`src/rtl/fifo_serial_pkg.sv`:
```
// Shared types and sizing helpers for the FIFO-draining serial transmitter.
// Latency: n/a (declarations only).
// Backpressure: n/a (declarations only).
package fifo_serial_pkg;

    // Transmitter sequencing states, in frame order.
    typedef enum logic [2:0] {
        IDLE,
        POP,
        LOAD,
        START,
        DATA,
        PARITY,
        STOP
    } state_t;

    localparam int DEF_DATA_WIDTH   = 8;
    localparam int DEF_CLKS_PER_BIT = 16;

    // Bits on the line per frame: start + data + optional parity + stop.
    function automatic int frame_bits(input int data_width, input int parity_en);
        return data_width + parity_en + 2;
    endfunction

    // Width of the baud counter that runs 0 .. clks_per_bit-1.
    function automatic int baud_cnt_w(input int clks_per_bit);
        return (clks_per_bit < 2) ? 1 : $clog2(clks_per_bit);
    endfunction

    // Width of the data bit counter, able to hold the value data_width.
    function automatic int bit_cnt_w(input int data_width);
        return $clog2(data_width + 1);
    endfunction

endpackage

```
`src/rtl/fifo_serial_if.sv`:
```
// Read-side connection between the byte FIFO and its single reader.
// Latency: read data is valid the cycle after FIFO_rd.
// Backpressure: the reader pops only while FIFO_empty is low.
interface fifo_serial_if #(
    parameter int DATA_WIDTH = 8
);
    logic                  FIFO_empty;
    logic [DATA_WIDTH-1:0] FIFO_data_out;
    logic                  FIFO_rd;

    // Reader side (the transmitter).
    modport master (
        output FIFO_rd,
        input  FIFO_empty,
        input  FIFO_data_out
    );

    // FIFO side.
    modport slave (
        input  FIFO_rd,
        output FIFO_empty,
        output FIFO_data_out
    );
endinterface

```
`src/rtl/fifo_serial_baud_cnt.sv`:
```
// Clearable modulo-CLKS_PER_BIT counter with terminal and pre-terminal flags.
// Latency: flags are decoded from the registered count (same cycle).
// Backpressure: none; counts every cycle unless cleared.
module fifo_serial_baud_cnt
    import fifo_serial_pkg::*;
#(
    parameter int CLKS_PER_BIT = DEF_CLKS_PER_BIT
) (
    input  logic clk,
    input  logic reset_L,
    input  logic clr_i,
    output logic tc_o,
    output logic pre_tc_o
);
    localparam int CNT_W = baud_cnt_w(CLKS_PER_BIT);

    logic [CNT_W-1:0] cnt_q;
    logic [CNT_W-1:0] cnt_d;

    assign tc_o     = (cnt_q == CNT_W'(CLKS_PER_BIT - 1));
    assign pre_tc_o = (cnt_q == CNT_W'(CLKS_PER_BIT - 2));

    // Next count: hold at zero while cleared, wrap on terminal count.
    always_comb begin
        cnt_d = cnt_q + 1'b1;
        if (clr_i || tc_o) begin
            cnt_d = '0;
        end
    end

    // Count register.
    always_ff @(posedge clk or negedge reset_L) begin
        if (!reset_L) begin
            cnt_q <= '0;
        end else begin
            cnt_q <= cnt_d;
        end
    end

endmodule

```
`src/rtl/fifo_serial_tx.sv`:
```
// Pops one FIFO word per frame and shifts it out: start, data LSB-first, opt. even parity, stop.
// Latency: 3 cycles from the IDLE pop decision to the first START cycle on tx.
// Backpressure: pops only in IDLE with enable high and FIFO non-empty; a frame never aborts.
module fifo_serial_tx
    import fifo_serial_pkg::*;
#(
    parameter int DATA_WIDTH   = DEF_DATA_WIDTH,
    parameter int CLKS_PER_BIT = DEF_CLKS_PER_BIT,
    parameter int PARITY_EN    = 0
) (
    input  logic                clk,
    input  logic                reset_L,
    input  logic                enable,
    fifo_serial_if.master       fifo_if,
    output logic                tx,
    output logic                busy,
    output logic                frame_done
);
    localparam int BIT_W = bit_cnt_w(DATA_WIDTH);

    state_t                state_q;
    logic [DATA_WIDTH-1:0] shift_q;
    logic [DATA_WIDTH-1:0] shift_d;
    logic                  par_q;
    logic [BIT_W-1:0]      bit_cnt_q;
    logic                  tx_q;
    logic                  rd_q;
    logic                  busy_q;
    logic                  done_q;
    logic                  baud_clr;
    logic                  baud_tc;
    logic                  baud_pre_tc;

    // The baud counter only runs in the timed line states; elsewhere it is
    // held at zero so every timed state begins at count 0. Between timed
    // states the change happens on terminal count, where it wraps to 0.
    assign baud_clr = !(state_q == START || state_q == DATA ||
                        state_q == PARITY || state_q == STOP);

    fifo_serial_baud_cnt #(
        .CLKS_PER_BIT (CLKS_PER_BIT)
    ) u_baud_cnt (
        .clk      (clk),
        .reset_L  (reset_L),
        .clr_i    (baud_clr),
        .tc_o     (baud_tc),
        .pre_tc_o (baud_pre_tc)
    );

    // Shift register contents after moving to the next data bit.
    always_comb begin
        shift_d = shift_q >> 1;
    end

    // Frame sequencer; tx, FIFO_rd, busy and frame_done are all registered
    // and set on the edge that enters the state they belong to.
    always_ff @(posedge clk or negedge reset_L) begin
        if (!reset_L) begin
            state_q   <= IDLE;
            shift_q   <= '0;
            par_q     <= 1'b0;
            bit_cnt_q <= '0;
            tx_q      <= 1'b1;
            rd_q      <= 1'b0;
            busy_q    <= 1'b0;
            done_q    <= 1'b0;
        end else begin
            rd_q   <= 1'b0;
            done_q <= 1'b0;
            case (state_q)
                IDLE: begin
                    tx_q <= 1'b1;
                    if (enable && !fifo_if.FIFO_empty) begin
                        state_q <= POP;
                        rd_q    <= 1'b1;
                        busy_q  <= 1'b1;
                    end
                end
                POP: begin
                    state_q <= LOAD;
                end
                LOAD: begin
                    shift_q   <= fifo_if.FIFO_data_out;
                    par_q     <= ^fifo_if.FIFO_data_out;
                    bit_cnt_q <= '0;
                    tx_q      <= 1'b0;
                    state_q   <= START;
                end
                START: begin
                    if (baud_tc) begin
                        tx_q    <= shift_q[0];
                        state_q <= DATA;
                    end
                end
                DATA: begin
                    if (baud_tc) begin
                        bit_cnt_q <= bit_cnt_q + 1'b1;
                        if (bit_cnt_q == BIT_W'(DATA_WIDTH - 1)) begin
                            if (PARITY_EN != 0) begin
                                tx_q    <= par_q;
                                state_q <= PARITY;
                            end else begin
                                tx_q    <= 1'b1;
                                state_q <= STOP;
                            end
                        end else begin
                            shift_q <= shift_d;
                            tx_q    <= shift_d[0];
                        end
                    end
                end
                PARITY: begin
                    if (baud_tc) begin
                        tx_q    <= 1'b1;
                        state_q <= STOP;
                    end
                end
                STOP: begin
                    // Raise frame_done for exactly the final STOP cycle.
                    if (baud_pre_tc) begin
                        done_q <= 1'b1;
                    end
                    if (baud_tc) begin
                        busy_q  <= 1'b0;
                        state_q <= IDLE;
                    end
                end
                default: begin
                    tx_q    <= 1'b1;
                    busy_q  <= 1'b0;
                    state_q <= IDLE;
                end
            endcase
        end
    end

    assign tx              = tx_q;
    assign busy            = busy_q;
    assign frame_done      = done_q;
    assign fifo_if.FIFO_rd = rd_q;

endmodule

```
`src/flat_wrapper.sv`:
```
// flat-port wrapper written by rule: the top's interface ports become plain ports
module fifo_serial_tx_flat import fifo_serial_pkg::*;
#(
    parameter int DATA_WIDTH   = DEF_DATA_WIDTH,
    parameter int CLKS_PER_BIT = DEF_CLKS_PER_BIT,
    parameter int PARITY_EN    = 0
)
  (clk, reset_L, enable, tx, busy, frame_done, fifo_if_FIFO_rd, fifo_if_FIFO_empty, fifo_if_FIFO_data_out);
  fifo_serial_if #(.DATA_WIDTH(DATA_WIDTH)) fifo_if_i ();
  input  logic clk;
  input  logic reset_L;
  input  logic enable;
  output logic tx;
  output logic busy;
  output logic frame_done;
  output wire logic [$bits(fifo_if_i.FIFO_rd)-1:0] fifo_if_FIFO_rd;
  input wire logic [$bits(fifo_if_i.FIFO_empty)-1:0] fifo_if_FIFO_empty;
  input wire logic [$bits(fifo_if_i.FIFO_data_out)-1:0] fifo_if_FIFO_data_out;
  assign fifo_if_FIFO_rd = fifo_if_i.FIFO_rd;
  assign fifo_if_i.FIFO_empty = fifo_if_FIFO_empty;
  assign fifo_if_i.FIFO_data_out = fifo_if_FIFO_data_out;
  fifo_serial_tx #(.DATA_WIDTH(DATA_WIDTH), .CLKS_PER_BIT(CLKS_PER_BIT), .PARITY_EN(PARITY_EN)) u_core (.clk(clk), .reset_L(reset_L), .enable(enable), .fifo_if(fifo_if_i), .tx(tx), .busy(busy), .frame_done(frame_done));
endmodule
```
`config.mk`:
```
export PLATFORM = sky130hd
export DESIGN_NAME = fifo_serial_tx_flat
export DESIGN_NICKNAME = d
export VERILOG_FILES = /design/src/rtl/fifo_serial_pkg.sv /design/src/rtl/fifo_serial_if.sv /design/src/rtl/fifo_serial_baud_cnt.sv /design/src/rtl/fifo_serial_tx.sv /design/src/flat_wrapper.sv
export SDC_FILE = /design/constraint.sdc
export NUM_CORES = 1
export LEC_CHECK = 0
export ABC_AREA = 1
export ABC_CLOCK_PERIOD_IN_PS = 2600
export CORE_MARGIN = 3
export CORE_UTILIZATION = 50
export DETAILED_ROUTE_END_ITERATION = 7
export GPL_TIMING_DRIVEN = 0
export PLACE_DENSITY = 0.73
export SLEW_MARGIN = 10
export SYNTH_ARGS = -nofsm -noshare
export SYNTH_HDL_FRONTEND = slang
export SYNTH_SLANG_ARGS = --single-unit
```
`constraint.sdc`:
```
create_clock -name clk -period 2.6 [get_ports clk]
set_clock_uncertainty 0.1 [all_clocks]
set_input_delay 0.39 -clock clk [delete_from_list [all_inputs] [get_ports clk]]
set_output_delay 0.39 -clock clk [all_outputs]
set_load 0.03 [all_outputs]
```
==> flow_metrics.env <==
export IMPL_status="completed"
export IMPL_ys_seq_area_share_pct=44.5
export IMPL_ios=16
export IMPL_yosysTopAreaCell="dfrtp_1"
export IMPL_core_area_um2=2340
export IMPL_drtPass1Iterations=4
export IMPL_p_per_area_nw_per_um2=830
export IMPL_synth_most_common_cell="nand2_1"
export IMPL_synthArstFlopShare_pct=100
export IMPL_ys_top_cells_by_count="nand2_1 (71), dfrtp_1 (22), nand3_1 (17)"
export IMPL_slowest_stage="clkdlybuf4s50_1"
export IMPL_finalSetupTns_ps=0
export IMPL_grt_pass1_wl_um=4570
export IMPL_via_count=1089
export IMPL_htreeDepth=1
export IMPL_max_freq_ghz=0.496
export IMPL_fp_row_count=17
export IMPL_slew_viol_final=0
export IMPL_track_usage_pct=17.3
export IMPL_area_growth_pct=16.3
export IMPL_setup_viol=0
export IMPL_clk_latency_ps=310
export IMPL_synth_distinct_cells=26
export IMPL_crit_family="buffers and inverters"
export IMPL_cts_made_buffers=3
export IMPL_synth_top_cell_area_share_pct=42.5
export IMPL_yosys_warnings=0
export IMPL_postCtsSetupBuffers=0
export IMPL_tightestPinTransition_ps=1020
export IMPL_rsz0062_at_grt="false"
export IMPL_dieWidth_um=56.9
export IMPL_synth_edf_count=0
export IMPL_clock_path_buffers=2
export IMPL_syn_inst=164
export IMPL_start_util_pct=55.4
export IMPL_place_gp_congestion=0.828
export IMPL_ys_top_cells_by_area="dfrtp_1 (42%), nand2_1 (21%), nand3_1 (6.6%)"
export IMPL_ys_flop_type="dfrtp_1"
export IMPL_ir_drop_v=0.000554
export IMPL_fin_crit_ps=2020
export IMPL_numClockSinks=23
export IMPL_hold_class="flip-flop to flip-flop"
export IMPL_slowest_delay_ps=660
export IMPL_leakage_nw=0.781
export IMPL_drive_gt1_share_pct=12.6
export IMPL_routed_wl_um=2450
export IMPL_finalHoldViolCount=0
export IMPL_worstSetupPathType="flip-flop to output pin"
export IMPL_layout_nets=199
export IMPL_power_total_mw=1.25
export IMPL_wl_per_cell_um=11.6
export IMPL_grt_max_degree=24
export IMPL_path_buf_inv=1
export IMPL_start_kind="flip-flop"
export IMPL_cp_arrival_ps=1530
export IMPL_cap_viol_max_count=0
export IMPL_place_port_buffers=15
export IMPL_drc=0
export IMPL_syn_num_nets=179
export IMPL_worst_endpoint_required_ps=2110
export IMPL_post_cts_resize_count=0
export IMPL_cts_tree="done"
export IMPL_path_cells="clkdlybuf4s50_1"
export IMPL_synth_cell_area_um2=1300
export IMPL_vias_per_cell=5.16
export IMPL_antenna_found_initial=0
export IMPL_syn_area_per_cell_um2=7.90
export IMPL_ys_ff_latch=23
export IMPL_path_max_fanout=2
export IMPL_grt_pass1_vias=1061
export IMPL_grt_overflow=0
export IMPL_hpwl_um=1860
export IMPL_slew_headroom_pct=31.8
export IMPL_crit_path_end_kind="output pin"
export IMPL_holdBufCountCts=0
export IMPL_antenna_left=0
export IMPL_die_h_um=56.9
export IMPL_post_route_period_util_pct=77.6
export IMPL_clkSlewWorstSetupHoldPaths_ps=130
export IMPL_fp_dieArea_um2=3240
export IMPL_first_iter_violations=27
export IMPL_diodes=0
export IMPL_cts_root_buf="clkbuf_4"
layout by cell type (no fill, tap or decap):
master            n
dfstp_2           1
inv_4             1
nand4_1           2
nand3_2           1
inv_1             7
clkdlybuf4s50_1  15
nand2_2           2
xor2_1            1
nand3_4           2
a21oi_1           1
inv_2             4
nand2_1          71
a21oi_4           2
buf_6             1
o21ai_1           2
o21bai_1          3
nand3_1          17
o21ai_4           1
nor2_1           12
dfrtp_1          22
clkbuf_4          3
or2_2             1
nor3_1            1
nor2_4            2
clkbuf_1          1
o21ai_0           2
ha_1              3
nand2_4           1
nor2_2            1
state kept, by name, indices dropped and copies added (netlist names):
name and cells:
u_core.tx 1, u_core.fifo_if.FIFO_rd 1, u_core.shift_q 8, u_core.bit_cnt_q 4, u_core.state_q 3, u_core.busy 1
u_core.frame_done 1, u_core.u_baud_cnt.cnt_q 4
path summary, 6_finish.rpt:
check | cells after the start | end | slack, ps | from
setup reg to reg | 7 | u_core.shift_q[2] | 1030 | u_core.state_q[1]
hold reg to reg | 2 | u_core.tx | 390 | u_core.tx
hold / removal | 2 | u_core.tx | 390 | u_core.tx
min in group asynchronous | 1 | u_core.state_q[1] | 520 | reset_L
setup / recovery | 1 | tx | 580 | u_core.tx
max in group asynchronous | 1 | u_core.u_baud_cnt.cnt_q[2] | 1260 | reset_L
power by group:
part,switching (mW),total (mW),internal [mW]
registers,0.0873,0.554,0.467
logic,0.323,0.525,0.202
clock network,0.113,0.172,0.0597
metrics by stage:
| stage | hold slack [ps] | utilization (%) | cell area, µm² | worst slack [ps] | std cells |
|---|---|---|---|---|---|
| 4_1_cts | 391 | 64.4 | 1510 | 574 | 211 |
| 5_1_grt | 416 | 64.4 | 1510 | 543 | 211 |
| 3_3_place_gp | 354 | 63.3 | 1480 | 838 | 207 |
| 6_report | 391 | 64.4 | 1510 | 583 | 211 |
| 3_5_place_dp | 366 | 63.3 | 1480 | 821 | 207 |
| 2_1_floorplan | -5.59 | - | 1300 | 1240 | 164 |
worst reg2reg max path, delay by kind of cell, from the launching register on:
kind | cells | cell delay, ps
AND/OR/NAND/NOR | 5 | 480
AO/OA/AOI/OAI | 1 | 240
buffers and inverters | 1 | 190
flip-flops | 1 | 500
final cells by class:
| type | count | area, µm² |
|---|---|---|
| Fill cell | 203 | 832 |
| Tap cell | 28 | 35.0 |
| Timing Repair Buffer | 15 | 150 |
| Sequential cell | 23 | 577 |
| Clock buffer | 4 | 26.3 |
| Inverter | 12 | 47.5 |
| Multi-Input combinational cell | 128 | 661 |
| Buffer | 1 | 11.3 |
routing by layer:
layer	global-route usage [%]	part of all wire (%)	up-vias	routed length [µm]
met5	0	0	-	0
met4	3.31	0.57	0	14
met2	28.5	49	20	1200
li1	-	-	564	-
met3	2.30	3.1	2	76
met1	24.3	47	503	1160
cells by family (layout without fill, tap and decap cells):
logic type | count (synthesis) | count (layout) | synth area share, %
compound gates | 11 | 11 | 7.43
xor+xnor | 1 | 1 | 0.676
fa+ha+maj | 3 | 3 | 2.90
buf+inv | 13 | 32 | 4.54
flops | 23 | 23 | 44.5
simple gates | 113 | 113 | 40.0
(Power assumes the default switching activity.)
==> variant 1, RTL diff (same flow settings) <==
`PARITY_EN` is set to 0 in 2 places; all go to 1.
--- a/src/rtl/fifo_serial_tx.sv
+++ b/src/rtl/fifo_serial_tx.sv
@@ -6,7 +6,7 @@
 #(
     parameter int DATA_WIDTH   = DEF_DATA_WIDTH,
     parameter int CLKS_PER_BIT = DEF_CLKS_PER_BIT,
-    parameter int PARITY_EN    = 0
+    parameter int PARITY_EN    = 1
 ) (
     input  logic                clk,
     input  logic                reset_L,
--- a/src/flat_wrapper.sv
+++ b/src/flat_wrapper.sv
@@ -3,7 +3,7 @@
 #(
     parameter int DATA_WIDTH   = DEF_DATA_WIDTH,
     parameter int CLKS_PER_BIT = DEF_CLKS_PER_BIT,
-    parameter int PARITY_EN    = 0
+    parameter int PARITY_EN    = 1
 )
   (clk, reset_L, enable, tx, busy, frame_done, fifo_if_FIFO_rd, fifo_if_FIFO_empty, fifo_if_FIFO_data_out);
   fifo_serial_if #(.DATA_WIDTH(DATA_WIDTH)) fifo_if_i ();
Check against the original RTL: same outputs for any inputs over 10 cycles, from zero or initial values and one cycle with reset_L low; that may be too few to reach the edited logic, so the function may still have changed.
==> variant 1 against the unedited design <==
  * Clock power rose by 55%
  * Power rose by 19%
  * Worst setup slack barely moved
  * Utilization fell by 2.4 points
  * Global-route usage fell by 0.35 points
  * Wire length up 9.8%
  * Synthesized cell count grew 21%
  * Sequential cell count is 1 higher
  * Die area is 15% higher
  * Area after synthesis increased by 17%
  * Final area is 16% higher
  * Largest cell class unchanged
  * Largest power group is now combinational logic
==> variant 1: results (changes against the unedited design) <==
stage;metric;value;unit;change
run_status;outcome;finished, final reports clean;;
synth;syn_nets;214;;+20%
routing;wl_per_cell;10.8;um;-6.9%
synth;synth_cell_types;27;;+3.8%
global_route;grt_usage;16.9;%;-0.35 points
routing;drtIter0Drc;44;;+63%
cells_and_area;buffers;19;;+3
pwr;ir_drop;0.000399;V;-28%
min_path;hold_depth;1;;-1
synth;syn_area_per_cell;7.61;um^2;-3.7%
worst_setup_path;r2r_cells;8;;+1
placed_design;place_hpwl;2150;um;+16%
min_path;hold_start;u_core.u_baud_cnt.cnt_q[0]$_DFF_PN0_;;
global_route;grt_max_degree;25;;+4.2%
cells_and_area;final-clk-cell-share;2.99;%;+1.3 points
cells_and_area;seq_area;602;um^2;+4.3%
global_route;grt_use_met1;24.7;%;+0.39 points
cells_and_area;nFillCells;239;;+18%
timing;slew_headroom;30.8;%;-0.96 points
global_route;grt_pass1_vias;1167;;+10%
pwr;p_sw_share;38.6;%;-3.1 points
cells_and_area;drive_gt1_share;16.1;%;+3.5 points
cells_and_area;bufAreaShareNonClock;10.8;%;+0.057 points
min_path;hold_path_end;u_core.u_baud_cnt.cnt_q[0]$_DFF_PN0_;;
placed_design;routabilityCongestion;0.849;;+2.5%
pwr;p_leak;0.932;nW;+19%
[variant 1: cell count changes in the layout (fill, tap and decap cells not counted), moves of 3 or more]
cell,before,now
inv_1,7,26
o21ai_0,2,12
nand2_1,71,62
o21ai_2,0,8
nor2_1,12,18
a21oi_1,1,5
nand3_1,17,13
o21bai_1,3,0
[variant 1: stage by stage]
stage / utilization [%] / setup slack [ps] / instance area [um^2] / total power [mW] / hold WS, ps
finish: 62.1 / 583 / 1760 / 1.48 / 403
global route: 62.1 / 518 / 1760 / 1.62 / 433
CTS: 62.1 / 570 / 1760 / 1.50 / 403
detailed placement: 60.2 / 777 / 1700 / 1.23 / 382
global placement: 60.2 / 832 / 1700 / 1.21 / 372
floorplan: - / 1070 / 1510 / 1.07 / -5.59
[variant 1: kinds of logic (layout without fill, tap and decap cells)]
logic type                 Yosys count  in the layout  synth area share [%]
AOI/OAI and AO/OA                   28             28                  12.1
xor gates and xnor gates             3              3                  1.74
adders and majority gates            3              3                  2.48
buffers and inverters               33             52                  9.92
DFF                                 24             24                  39.8
and+or+nand+nor                    108            108                  34.0
[variant 1: power groups by stage]
stage / sequential [mW] / combinational, mW / clock (mW)
2_1_floorplan: 0.582 / 0.493 / 0
3_3_place_gp: 0.556 / 0.649 / 0
3_5_place_dp: 0.560 / 0.672 / 0
4_1_cts: 0.553 / 0.674 / 0.277
5_1_grt: 0.565 / 0.754 / 0.298
6_report: 0.551 / 0.667 / 0.266
[variant 1: routing by layer]
metal / vias to the layer above / wire, um
li1: 665 / -
met1: 572 / 1310
met2: 13 / 1290
met3: 2 / 84
met4: 0 / 14
met5: - / 0
==> variant 2, RTL diff (config.mk and constraints unchanged) <==
Made on the original files. Register the output `tx` once more, cleared by the reset; this adds one clock of latency there. The other outputs are not delayed to match. Comments in the files are not updated.
--- a/src/rtl/fifo_serial_tx.sv
+++ b/src/rtl/fifo_serial_tx.sv
@@ -134,7 +134,13 @@
         end
     end
 
-    assign tx              = tx_q;
+    always_ff @(posedge clk or negedge reset_L) begin
+        if (!reset_L) begin
+            tx <= '0;
+        end else begin
+            tx <= tx_q;
+        end
+    end
     assign busy            = busy_q;
     assign frame_done      = done_q;
     assign fifo_if.FIFO_rd = rd_q;
Check against the original RTL: not equivalent (a bounded check fails within 4 cycles, from zero or initial values and one cycle with reset_L low).
==> variant 2 against the unedited design <==
  * Wire length fell by 6.0%
  * Sequential cell count rose by 1
  * Die area fell by 2.0%
  * Power rose by 1.1%
  * First-iteration DRC count fell by 22%
  * Worst setup slack improved by 180 ps
  * Final area fell by 1.2%
  * Area after synthesis fell by 2.2%
  * Maximum frequency rose by 10%
  * Critical path depth did not move
  * Hold slack got worse by 81 ps
==> variant 2: results (changes against the unedited design) <==
stage;metric;value;unit;change
routing;met1_length;1140;um;-1.6%
synth;ys_top_cells_by_count;nand2_1 (66), dfrtp_1 (23), nand3_1 (20);;
worst_setup_path;worst_ep_arrival_time;1340;ps;-190 ps
routing;wl_per_cell;10.9;um;-6.5%
routing;num_vias;1069;;-1.8%
global_route;grt_first_pass_wirelength;4190;um;-8.3%
worst_setup_path;cp-endpoint;busy;;
synth;ys_seq_area_share;47.5;%;+3.0 points
timing;slew_headroom;28.9;%;-2.9 points
placed_design;place_hpwl;1770;um;-4.6%
routing;met2_length;1060;um;-12%
synth;synth_cell_types;19;;-27%
min_path;hold_depth;0;;-2
global_route;grt_pass1_vias;1008;;-5.0%
worst_setup_path;critPathLaunch;u_core.busy$_DFFE_PN0P_;;
pwr;ir_drop;0.000632;V;+14%
global_route;grt_max_degree;25;;+4.2%
pwr;p_leak;0.802;nW;+2.8%
cells_and_area;nets;200;;+0.50%
synth;syn_nets;180;;+0.56%
min_path;hold_start;u_core.tx_q$_DFFE_PN1P_;;
placed_design;routabilityCongestion;0.852;;+2.9%
synth;syn_area_per_cell;7.68;um^2;-2.8%
placed_design;post-place-cells;208;;+0.48%
synth;synth_area_leaders;dfrtp_1 (45%), nand2_1 (20%), nand3_1 (7.9%), inv_1 (3.8%), nor2_1 (3.6%);;
run_status;outcome;finished, final reports clean;;
routing;drt_wl_total;2310;um;-6.0%
worst_setup_path;rr_endpoint;u_core.shift_q[7]$_DFFE_PN0P_;;
routing;met3WireLength;86;um;+13%
worst_setup_path;r2r_cells;8;;+1
cells_and_area;nFillCells;232;;+14%
[variant 2: changes by cell type in the layout (fill, tap and decap cells not counted), moves of 3 or more]
cell and delta:
inv_1 +6, nand2_1 -5, inv_2 -3, nand2_2 +3
nand3_1 +3, o21ai_0 +3
[variant 2: cell type report]
| type | instances | area (um^2) | area share (%) |
|---|---|---|---|
| clock buffer | 4 | 36.3 | 2.44 |
| inverter | 15 | 58.8 | 3.95 |
| multi-input combinational | 126 | 607 | 40.8 |
| sequential | 24 | 602 | 40.4 |
| tap | 28 | 35.0 | 2.35 |
| timing repair buffer | 15 | 150 | 10.1 |
[variant 2: power by group]
group          total [mW]  leakage (nW)  switching [mW]  internal (mW)
clock network       0.198        0.0210           0.112         0.0855
registers           0.569         0.310          0.0773          0.491
logic               0.499         0.471           0.312          0.187
total                1.27         0.802           0.502          0.764
[variant 2: cells by family after synthesis]
kind of cell | count (synthesis) | synth area share (%)
simple gates | 110 | 38.3
flops | 24 | 47.5
buf+inv | 15 | 4.64
compound gates | 11 | 5.23
fa+ha+maj | 3 | 2.96
xor+xnor | 2 | 1.38
[variant 2: per-stage QoR]
step | util (%) | hold slack (ps) | total power [mW] | area, um^2
2_1_floorplan | - | -5.59 | 0.933 | 1270
3_3_place_gp | 63.2 | 292 | 1.06 | 1450
3_5_place_dp | 63.2 | 293 | 1.08 | 1450
4_1_cts | 64.8 | 311 | 1.28 | 1490
5_1_grt | 64.8 | 315 | 1.38 | 1490
6_report | 64.8 | 309 | 1.27 | 1490
[variant 2: routing by layer]
metal  vias to the layer above  GRT usage, %
li1                        564             -
met1                       483          21.9
met2                        20          27.4
met3                         2          2.76
met4                         0          4.07
met5                         -             0
